**config.mk**
```make
export PLATFORM = sky130hd
export DESIGN_NAME = arbitro_mux_4
export DESIGN_NICKNAME = d
export VERILOG_FILES = /design/src/rtl/arbitro_mux_4_pkg.sv /design/src/rtl/mux_4x1_n.sv /design/src/rtl/arbitro_mux_4.sv
export SDC_FILE = /design/constraint.sdc
export NUM_CORES = 1
export LEC_CHECK = 0
export ABC_AREA = 1
export BUFFER_PORTS_ARGS = -buffer_cell sky130_fd_sc_hd__buf_2
export CAP_MARGIN = 5
export CORE_MARGIN = 1.5
export CORE_UTILIZATION = 41
export CTS_BUF_LIST = sky130_fd_sc_hd__clkbuf_4 sky130_fd_sc_hd__clkbuf_8
export CTS_CLUSTER_DIAMETER = 150
export DETAILED_ROUTE_END_ITERATION = 16
export PLACE_DENSITY = 0.76
export SLEW_MARGIN = 20
export SYNTH_ARGS = -nofsm -noshare
export SYNTH_HDL_FRONTEND = slang
export SYNTH_HIERARCHICAL = 1
export SYNTH_SLANG_ARGS = --single-unit
```
**constraint.sdc**
```tcl
create_clock -name clock -period 3.6 [get_ports clock]
set_input_delay 0.18 -clock clock [delete_from_list [all_inputs] [get_ports clock]]
set_output_delay 0.18 -clock clock [all_outputs]
set_load 0.03 [all_outputs]
```
**src/rtl/arbitro_mux_4_pkg.sv**
```systemverilog
// Shared definitions for the four-way round-robin arbiter: FSM encodings,
// the default hold limit and the priority/grant helper functions.
package arbitro_mux_4_pkg;

    typedef enum logic [1:0] {
        IDLE  = 2'b00,
        GRANT = 2'b01,
        TROCA = 2'b10
    } state_t;

    localparam int MAX_HOLD_DEFAULT = 8;

    // Scan from the far end back toward ptr so the closest set bit wins.
    function automatic logic [1:0] first_req(input logic [3:0] req, input logic [1:0] ptr);
        logic [1:0] idx;
        first_req = ptr;
        for (int i = 3; i >= 0; i--) begin
            idx = ptr + 2'(i);
            if (req[idx]) first_req = idx;
        end
    endfunction

    function automatic logic [3:0] onehot(input logic [1:0] idx);
        onehot = 4'b0001 << idx;
    endfunction

endpackage

```
**src/rtl/mux_4x1_n.sv**
```systemverilog
// Four-input, N-bit wide combinational multiplexer.
module mux_4x1_n #(
    parameter int N = 4
) (
    input  logic [1:0]   sel,
    input  logic [N-1:0] d0,
    input  logic [N-1:0] d1,
    input  logic [N-1:0] d2,
    input  logic [N-1:0] d3,
    output logic [N-1:0] y
);

    always_comb begin
        y = d0;
        case (sel)
            2'd0: y = d0;
            2'd1: y = d1;
            2'd2: y = d2;
            2'd3: y = d3;
            default: y = d0;
        endcase
    end

endmodule

```
**src/rtl/arbitro_mux_4.sv**
```systemverilog
// Round-robin arbiter for four requesters with a bounded hold time, steering
// the owner's data through a shared mux into a registered output.
module arbitro_mux_4
    import arbitro_mux_4_pkg::*;
#(
    parameter int BITS     = 4,
    parameter int MAX_HOLD = MAX_HOLD_DEFAULT
) (
    input  logic            clock,
    input  logic            reset_n,
    input  logic [3:0]      REQ,
    input  logic [BITS-1:0] D3,
    input  logic [BITS-1:0] D2,
    input  logic [BITS-1:0] D1,
    input  logic [BITS-1:0] D0,
    output logic [3:0]      GNT,
    output logic [1:0]      SEL,
    output logic [BITS-1:0] DATA_OUT,
    output logic            VALID,
    output logic            BUSY,
    output state_t          dbg_state
);

    // REQ/GNT handshake: a requester holds REQ[i] high until done; ownership
    // starts on the edge GNT[i] rises and ends when REQ[i] drops or the hold
    // limit expires with a competitor waiting. DATA_OUT is meaningful only
    // while VALID is high.
    localparam int CW = (MAX_HOLD > 1) ? $clog2(MAX_HOLD) : 1;
    localparam logic [CW-1:0] HOLD_LAST = CW'(MAX_HOLD - 1);

    state_t          state;
    logic [1:0]      ptr;
    logic [CW-1:0]   cnt;
    logic [1:0]      winner;
    logic            others_req;
    logic [BITS-1:0] mux_y;

    mux_4x1_n #(.N(BITS)) u_mux (
        .sel (SEL),
        .d0  (D0),
        .d1  (D1),
        .d2  (D2),
        .d3  (D3),
        .y   (mux_y)
    );

    always_comb begin
        winner     = first_req(REQ, ptr);
        others_req = |(REQ & ~onehot(SEL));
    end

    assign dbg_state = state;

    always_ff @(posedge clock or negedge reset_n) begin
        if (!reset_n) begin
            state    <= IDLE;
            ptr      <= '0;
            cnt      <= '0;
            GNT      <= '0;
            SEL      <= '0;
            DATA_OUT <= '0;
            VALID    <= 1'b0;
            BUSY     <= 1'b0;
        end else begin
            case (state)
                IDLE: begin
                    GNT   <= '0;
                    VALID <= 1'b0;
                    if (|REQ) begin
                        state <= GRANT;
                        SEL   <= winner;
                        GNT   <= onehot(winner);
                        cnt   <= '0;
                        BUSY  <= 1'b1;
                    end
                end
                GRANT: begin
                    // A lone owner keeps the grant; the saturated counter only bites once someone else asks.
                    if (!REQ[SEL] || (cnt == HOLD_LAST && others_req)) begin
                        state <= TROCA;
                        GNT   <= '0;
                        VALID <= 1'b0;
                        ptr   <= SEL + 2'd1;
                    end else begin
                        DATA_OUT <= mux_y;
                        VALID    <= 1'b1;
                        if (cnt != HOLD_LAST) cnt <= cnt + 1'b1;
                    end
                end
                TROCA: begin
                    state <= IDLE;
                    BUSY  <= 1'b0;
                end
                default: begin
                    state <= IDLE;
                    GNT   <= '0;
                    VALID <= 1'b0;
                    BUSY  <= 1'b0;
                end
            endcase
        end
    end

endmodule
```
==> impl_results.md <==
- Status: complete, no violations
- Core Area: 2810 um^2
- Largest net degree at the start of global routing: 20
- Core Util, Final: 0.520
- Post-synth cell types: 20
- Hold path startpoint: D0[3]
- Synth area leaders: dfrtp_1, nand2_1, nand3_1
- Worst VDD drop: 0.474 mV
- Routed length per instance: 11.9 um
- Syn. warnings: 6
- Synthesized net count: 202
- Total gr overflow: 0
- Number of global-route vias before repair: 1095
- Die X: 58.0 um
- Post-synthesis sequential area ratio: 0.383
- HP Class: in2reg
- CTS tree: built
- Hold_buf cts: 1
- Synth Register Bits: 19
- Commonest non-fill, non-tap cell in the layout: nand2_1
- Fmax: 0.476 GHz
- Final Max Tran Viols: 0
- ANT cells: 0
- Syn Std Cell Area: 1240 um^2
- Switching Share: 0.552
- Placed cells: 237
- Avg Inst Size Synth: 7.13 um^2
- Seq pwr share: 0.308
- Top-area cell type share of the netlist area: 0.383
- Clock Tree Root: clkbuf_4
- Routed Antenna Nets: 0
- Post-route DRC: 0
- WHS: 0.182 ns
- RD Place Congestion: 0.883
- Initial DRC count: 50
- Nets: 240
- Routed via count: 1252
- Most frequent cells in the layout: nand2_1, buf_2, nand3_1
- RSZ-0062 raised after global routing: false
- Setup TNS: 0 ns
- Worst hold path cell count: 5
- Startpoint Class: flip-flop
- R2R cell count: 7
- PostCTS Resize Cnt: 0
- Critical R2R Capture: VALID
- Max Cap Viol: 0
- Hold Path Sink: DATA_OUT[3]
- Worst Tran Pin Value: 0.549 ns
- Routed wire length: 2890 um
- H-tree depth: 1
- Clk_skew: 0.00410 ns
- HPWL after detailed placement: 2250 um
- Crit end category: flip-flop
- Logic pwr share: 0.612
- Layout cells sized above 1: 0.246
- P&R area growth vs syn: 17.5%
- WP data required: 3.80 ns
- CTS max path bufs: 2
- Crit path kind: reg2reg
- Power per cell area: 907 nW/um^2
- I/O pins: 36
- Initial antenna violation count: 0
- Internal: 0.000592 W
- Via/cell ratio: 5.17
- Final Critical Period: 2.10 ns
- Initial core utilization: 0.442
- Clock transition at path regs: 0.10 ns
- Final setup vio count: 0
- First-pass GRT wire length: 4640 um
- Clk Latency, worst-skew pair: 0.30 ns
- CTS sink cnt: 19
- Finished Layout Cells: 242
- Slew headroom: 0.634
- Leakage: 0.855 nW
- Postcts setup bufs: 0
- Die footprint: 3370 um^2
- R2R setup slack: 1.50 ns
- Die Span Y: 58.0 um
- Clock share of power: 0.080
- Post-route clock period utilization: 0.584
- Cell row count: 19
- IO Port Bufs: 35
- Total GRT Usage: 0.178
- Sw Pwr: 0.000730 W
- Reg2Reg Launch Point: SEL[0]
- CTS Buf Count: 3
- Pre-antenna DRT Iters: 4
- Synthesized netlist cell count: 174
- Hold Vio Cnt, Final: 0
- Crit path max fanout: 17
- Crit path DAT: 2.30 ns
- Largest area contributor in the netlist: dfrtp_1
==> critical path, cell delays in order, from the launching register on <==
cell and delay [ns]:
dfrtp_1 0.70, inv_1 0.21, ha_1 0.26, o22ai_1 0.21, o21ai_1 0.13, nand3_2 0.17
clkinv_2 0.14, o21a_1 0.18
==> cells in the mapped netlist <==
library cell / instances
nor2_4: 1
o31ai_1: 1
buf_6: 3
nand2_1: 71
nand2_2: 4
o21ai_2: 1
inv_1: 13
o21ai_0: 6
o21ai_1: 4
nand3_1: 21
nand3_2: 2
a21oi_1: 1
o21a_1: 1
o22ai_1: 3
inv_2: 4
nor2_1: 5
dfrtp_1: 19
ha_1: 6
nand4_1: 7
clkinv_2: 1
==> per-stage QoR <==
step | instance area, um^2 | setup slack (ns) | power (W)
floorplan | 1240 | 1.87 | 0.00104
global placement | 1420 | 1.71 | 0.00120
detailed placement | 1420 | 1.58 | 0.00121
CTS | 1460 | 1.56 | 0.00132
global route | 1460 | 1.41 | 0.00145
finish | 1460 | 1.50 | 0.00132
==> worst max-delay path by stage <==
stage / endpoint / from / slack [ns] / cells past startpoint
floorplan: VALID / SEL[0] / 1.87 / 7
global placement: VALID / SEL[0] / 1.71 / 7
detailed placement: VALID / SEL[0] / 1.58 / 7
CTS: VALID / SEL[0] / 1.56 / 7
global route: GNT[0] / SEL[0] / 1.41 / 8
finish: VALID / SEL[0] / 1.50 / 7
==> layer usage <==
| layer | track usage | vias up | wire (um) |
|---|---|---|---|
| li1 | - | 644 | - |
| met1 | 0.236 | 569 | 1340 |
| met2 | 0.294 | 35 | 1390 |
| met3 | 0.0402 | 4 | 137 |
| met4 | 0.0465 | 0 | 26 |
| met5 | 0 | - | 0 |
==> sequential cells by signal (all words and copies together) (netlist names) <==
signal     count
GNT            4
VALID          1
cnt            3
SEL            2
ptr            2
BUSY           1
dbg_state      2
DATA_OUT       4
==> power by group through the flow <==
| stage | logic, W | registers, W | clock network (W) |
|---|---|---|---|
| 2_1_floorplan | 0.000560 | 0.000478 | 0 |
| 3_3_place_gp | 0.000788 | 0.000410 | 0 |
| 3_5_place_dp | 0.000801 | 0.000412 | 0 |
| 4_1_cts | 0.000807 | 0.000406 | 0.000110 |
| 5_1_grt | 0.000909 | 0.000421 | 0.000121 |
| 6_report | 0.000809 | 0.000408 | 0.000106 |
==> area by class of cell <==
type	instances	area [um^2]
flip-flops and latches	19	475
clock buffers	3	22.5
clock inverters	1	5.00
inverters	18	68.8
repair buffers	36	185
well taps	31	38.8
fillers	278	1350
multi-input cells	134	663
==> cell families (layout without fill, tap and decap cells) <==
family / count (synthesis) / in the layout / synth area share
AOI/OAI and AO/OA: 17 / 17 / 0.0786
adders and majority gates: 6 / 6 / 0.0605
buffers and inverters: 21 / 58 / 0.0827
DFF: 19 / 19 / 0.383
and+or+nand+nor: 111 / 111 / 0.395
(Power assumes the default switching activity.)
